`config.mk`:
```
export PLATFORM = sky130hd
export DESIGN_NAME = bin2bcd_seq
export DESIGN_NICKNAME = d
export VERILOG_FILES = /design/src/rtl/bin2bcd_seq.sv
export SDC_FILE = /design/constraint.sdc
export NUM_CORES = 1
export LEC_CHECK = 0
export CAP_MARGIN = 5
export CORE_MARGIN = 1
export CORE_UTILIZATION = 40
export DETAILED_ROUTE_END_ITERATION = 10
export PLACE_DENSITY = 0.76
export SLEW_MARGIN = 10
export SYNTH_ARGS = -nofsm -noshare
export SYNTH_HDL_FRONTEND = slang
export SYNTH_SLANG_ARGS = --single-unit
```
`constraint.sdc`:
```
create_clock -name clk -period 1.22 [get_ports clk]
set_input_delay 0.122 -clock clk [delete_from_list [all_inputs] [get_ports clk]]
set_output_delay 0.122 -clock clk [all_outputs]
set_load 0.05 [all_outputs]
```
`src/rtl/bin2bcd_seq.sv`:
```
// Sequential binary-to-BCD converter (double dabble, one bit per clock).
// Holds the last result on bcd for the downstream 7-segment scan stage.
module bin2bcd_seq #(
  parameter int BIN_W  = 21,
  parameter int DIGITS = 7
) (
  input  logic                  clk,
  input  logic                  rst_n,
  input  logic                  start,
  input  logic [BIN_W-1:0]      bin,
  output logic                  busy,
  output logic                  done,
  output logic                  bcd_valid,
  output logic [4*DIGITS-1:0]   bcd
);

  localparam int BCD_W  = 4 * DIGITS;
  localparam int WORK_W = BCD_W + BIN_W;
  localparam int CNT_W  = (BIN_W > 1) ? $clog2(BIN_W) : 1;

  typedef enum logic [1:0] {
    IDLE,
    SHIFT,
    FINISH
  } state_t;

  state_t              state_q;
  logic [WORK_W-1:0]   work_q;
  logic [WORK_W-1:0]   work_d;
  logic [WORK_W-1:0]   corr;
  logic [CNT_W-1:0]    cnt_q;
  logic                busy_q;
  logic                done_q;
  logic                valid_q;
  logic [BCD_W-1:0]    bcd_q;

  // All nibbles are corrected from the pre-edge value, then the whole word shifts.
  always_comb begin
    corr = work_q;
    for (int unsigned d = 0; d < DIGITS; d++) begin
      if (work_q[BIN_W + 4*d +: 4] >= 4'd5)
        corr[BIN_W + 4*d +: 4] = work_q[BIN_W + 4*d +: 4] + 4'd3;
    end
    work_d = corr << 1;
  end

  always_ff @(posedge clk or negedge rst_n) begin
    if (!rst_n) begin
      state_q <= IDLE;
      work_q  <= '0;
      cnt_q   <= '0;
      busy_q  <= 1'b0;
      done_q  <= 1'b0;
      valid_q <= 1'b0;
      bcd_q   <= '0;
    end else begin
      done_q <= 1'b0;
      case (state_q)
        IDLE: begin
          if (start) begin
            work_q  <= {{BCD_W{1'b0}}, bin};
            cnt_q   <= '0;
            busy_q  <= 1'b1;
            state_q <= SHIFT;
          end
        end
        SHIFT: begin
          work_q <= work_d;
          cnt_q  <= cnt_q + CNT_W'(1);
          if (cnt_q == CNT_W'(BIN_W - 1))
            state_q <= FINISH;
        end
        FINISH: begin
          bcd_q   <= work_q[WORK_W-1 -: BCD_W];
          done_q  <= 1'b1;
          valid_q <= 1'b1;
          busy_q  <= 1'b0;
          state_q <= IDLE;
        end
        default: state_q <= IDLE;
      endcase
    end
  end

  assign busy      = busy_q;
  assign done      = done_q;
  assign bcd_valid = valid_q;
  assign bcd       = bcd_q;

endmodule

```
==> flow_metrics.env, run 1 <==
export IMPL_max_stage_delay_ps=410
export IMPL_cp_start_kind="flop"
export IMPL_die_x_microns=103
export IMPL_start_util=0.416
export IMPL_drt_total_wl_mm=13.4
export IMPL_ys_seq_area_frac=0.534
export IMPL_r2r_end="work_q[25]"
export IMPL_clk_pin_slew_worst_paths_ps=100
export IMPL_core_sq_um=9820
export IMPL_violations="setup timing"
export IMPL_fp_dieH_microns=103
export IMPL_worst_pin_slew_ps=420
export IMPL_endpoint="work_q[25]"
export IMPL_powerDensity_nw_per_um2=2430
export IMPL_syn_area_per_cell_sq_um=10.7
export IMPL_dp_cells=604
export IMPL_grt_usage=0.227
export IMPL_p_seq_frac=0.299
export IMPL_cts_buffers=9
export IMPL_dieArea_sq_um=10600
export IMPL_layout_cells_non_filler=665
export IMPL_cts_buffer_depth=2
export IMPL_synth_cell_types=35
export IMPL_power_share_combinational=0.589
export IMPL_num_antenna_cells=0
export IMPL_period_needed_ps=1450
export IMPL_reg2reg_slack_ps=-230
export IMPL_ioPinCount=55
export IMPL_multi_input_area_sq_um=2530
export IMPL_path_buf_inv=1
export IMPL_outcome="finished, violations left"
export IMPL_final_common_cell="dfrtp_1"
export IMPL_drtIter0Drc=159
export IMPL_vias=3748
export IMPL_synth_nets=420
export IMPL_final_cell_mix="dfrtp_1 (81), buf_4 (73), buf_12 (39)"
export IMPL_root_buffer="clkbuf_8"
export IMPL_r2r_start="work_q[22]"
export IMPL_critPathKind="reg -> reg"
export IMPL_antenna_found_initial=0
export IMPL_switchingPower_mw=7.14
export IMPL_max_freq_mhz=688
export IMPL_intPower_mw=9.86
export IMPL_first_global_vias=3744
export IMPL_syn_cell_area_sq_um=4080
export IMPL_cp_top_family="compound AO/OA/AOI/OAI gates"
export IMPL_max_cap_violations=0
export IMPL_switching_share=0.420
export IMPL_setup_ws_ps=-234
export IMPL_rr_worst_depth=4
export IMPL_setup_violations=76
export IMPL_gp_congestion=0.769
export IMPL_grt_start_max_net_pins=29
export IMPL_dp_hpwl_mm=6.56
export IMPL_vias_per_cell=5.64
export IMPL_worst_path_stages=4
export IMPL_syn2layout_area_growth_pct=71.7
export IMPL_clock_skew_ps=14.6
export IMPL_fillers=627
export IMPL_drive_gt1_frac=0.538
export IMPL_nets=567
export IMPL_ys_warn_count=0
export IMPL_netlist_instances=380
export IMPL_synth_seq_cells=87
export IMPL_insertion_delay_ps=380
export IMPL_end_kind="flop"
export IMPL_grt_overflow_total=0
export IMPL_startpoint="work_q[22]"
export IMPL_ant_nets=0
export IMPL_p_leak_nw=3.04
export IMPL_clkPwrFrac=0.112
export IMPL_crit_path_max_fanout=2
export IMPL_final_util=0.714
export IMPL_drc=0
export IMPL_rsz0062_at_grt="yes"
export IMPL_grt_first_pass_wirelength_mm=18.2
export IMPL_htreeDepth=3
export IMPL_period_share=1.19
export IMPL_cts_tree="done"
export IMPL_crit_chain="buf_4, o21ai_0, xor2_1, o32ai_2"
export IMPL_hold_viol=0
export IMPL_cts_sink_count=87
export IMPL_hp_class="in -> async"
export IMPL_regArea_sq_um=2180
export IMPL_fp_row_count=36
export IMPL_slew_viol_final=0
export IMPL_first_pass_iters=4
export IMPL_maxSlewHeadroom=0.720
export IMPL_cp_data_required_time_ps=1480
export IMPL_peakVddDrop_v=0.00103
export IMPL_portBuffers=54
export IMPL_slowest_stage="dfrtp_1"
export IMPL_wl_per_cell_microns=20.2
export IMPL_worstPathArrival_ps=1710
==> worst reg2reg max path: cells and delay by family, from the launching register on <==
kind                      cells  cell delay, ps
xor gates and xnor gates      1             150
DFF                           1             410
AOI/OAI and AO/OA             2             640
buffers and inverters         1             150
==> worst min path at each step <==
stage,endpoint,cells past startpoint,startpoint,slack [ps]
6_report,work_q[32],2,rst_n,210
3_5_place_dp,done,1,rst_n,80
5_1_grt,work_q[32],2,rst_n,250
4_1_cts,work_q[35],2,rst_n,240
3_3_place_gp,done,1,rst_n,70
2_1_floorplan,bcd[0],0,rst_n,-170
==> cell type report <==
class                      count  area share
clock inverter                 7     0.00696
timing repair buffer         161       0.270
sequential                    87       0.312
inverter                      17     0.00911
multi-input combinational    251       0.361
tap                          133      0.0238
clock buffer                   9      0.0177
==> through the flow <==
step,power (mW),setup TNS (ps),worst slack (ps),area (sq um),hold WS (ps)
finish,17.0,-5730,-234,7010,211
global route,17.8,-8370,-293,7010,252
CTS,14.3,-1650,-75.2,6380,237
detailed placement,10.6,-10080,-308,5550,77.1
global placement,10.3,-8140,-297,5550,71.9
floorplan,8.04,-175,-31.1,4170,-174
==> kinds of logic (layout without fill, tap and decap cells) <==
| group | after synthesis | in the layout | share of synthesized area |
|---|---|---|---|
| compound gates | 132 | 132 | 0.204 |
| flops | 87 | 87 | 0.534 |
| xor+xnor | 12 | 12 | 0.0258 |
| fa+ha+maj | 16 | 16 | 0.0491 |
| mux | 14 | 14 | 0.0386 |
| simple gates | 77 | 77 | 0.101 |
| buf+inv | 42 | 194 | 0.0481 |
==> cells in the mapped netlist <==
cell type,instances,area share
o32ai_2,1,0.0040
mux2_1,1,0.0028
nor2b_1,22,0.034
a32o_1,7,0.017
o22ai_1,9,0.014
nand2_1,25,0.023
nor3b_1,1,0.0018
and2_1,1,0.0015
xnor2_1,7,0.015
inv_1,17,0.016
clkbuf_1,8,0.0074
nor2_2,1,0.0015
and4b_1,1,0.0025
nand3_1,7,0.0086
or2_1,1,0.0015
nor2_1,3,0.0028
o21ai_1,2,0.0025
nand3b_1,2,0.0037
a22o_1,1,0.0021
nand2b_1,11,0.017
buf_4,2,0.0037
a21o_1,1,0.0018
o311ai_0,7,0.015
o31ai_1,7,0.013
dfrtp_1,87,0.53
o21ai_0,45,0.055
xor2_1,5,0.011
buf_2,13,0.016
a21oi_1,28,0.034
nand4_1,2,0.0031
o32ai_1,4,0.0086
ha_1,16,0.049
buf_6,2,0.0055
a22oi_1,20,0.037
mux2_2,13,0.036
==> layer usage <==
metal | part of all wire | track usage | up-vias | routed length [microns]
li1 | - | - | 1666 | -
met1 | 0.38 | 0.266 | 1888 | 5140
met2 | 0.52 | 0.394 | 136 | 6980
met3 | 0.045 | 0.0447 | 58 | 598
met4 | 0.051 | 0.115 | 0 | 690
met5 | 0 | 0 | - | 0
==> timing repair <==
action,4_1_cts,5_1_grt
cloned,2,2
endpoints found under the setup margin,73,78
endpoints found under the hold margin,24,0
resized for setup,128,102
pin swaps,44,53
buffers inserted,26,14
hold buffers,1,0
==> sequential cells by signal, indices dropped and copies added, names as in the netlist <==
signal	count
bcd	28
bcd_valid	1
busy	1
cnt_q	5
done	1
state_q	2
work_q	49
==> power by group through the flow <==
stage                     registers (mW)  clock network (mW)  logic [mW]
after global placement              4.69                   0        5.58
final                               5.07                1.91        10.0
after floorplan                     4.93                   0        3.10
after detailed placement            4.75                   0        5.86
after global routing                5.16                2.02        10.6
after CTS                           4.81                1.85        7.68
Note: power is estimated with default switching activity, not from simulation.
==> inputs of run 2 (changes only) <==
--- a/config.mk
+++ b/config.mk
@@ -5,7 +5,7 @@
 export SDC_FILE = /design/constraint.sdc
 export NUM_CORES = 1
 export LEC_CHECK = 0
-export CAP_MARGIN = 5
+export CAP_MARGIN = 10
 export CORE_MARGIN = 1
 export CORE_UTILIZATION = 40
 export DETAILED_ROUTE_END_ITERATION = 10
==> results of run 2 <==
The final DEF is identical to that of run 1; final timing and power are the same.
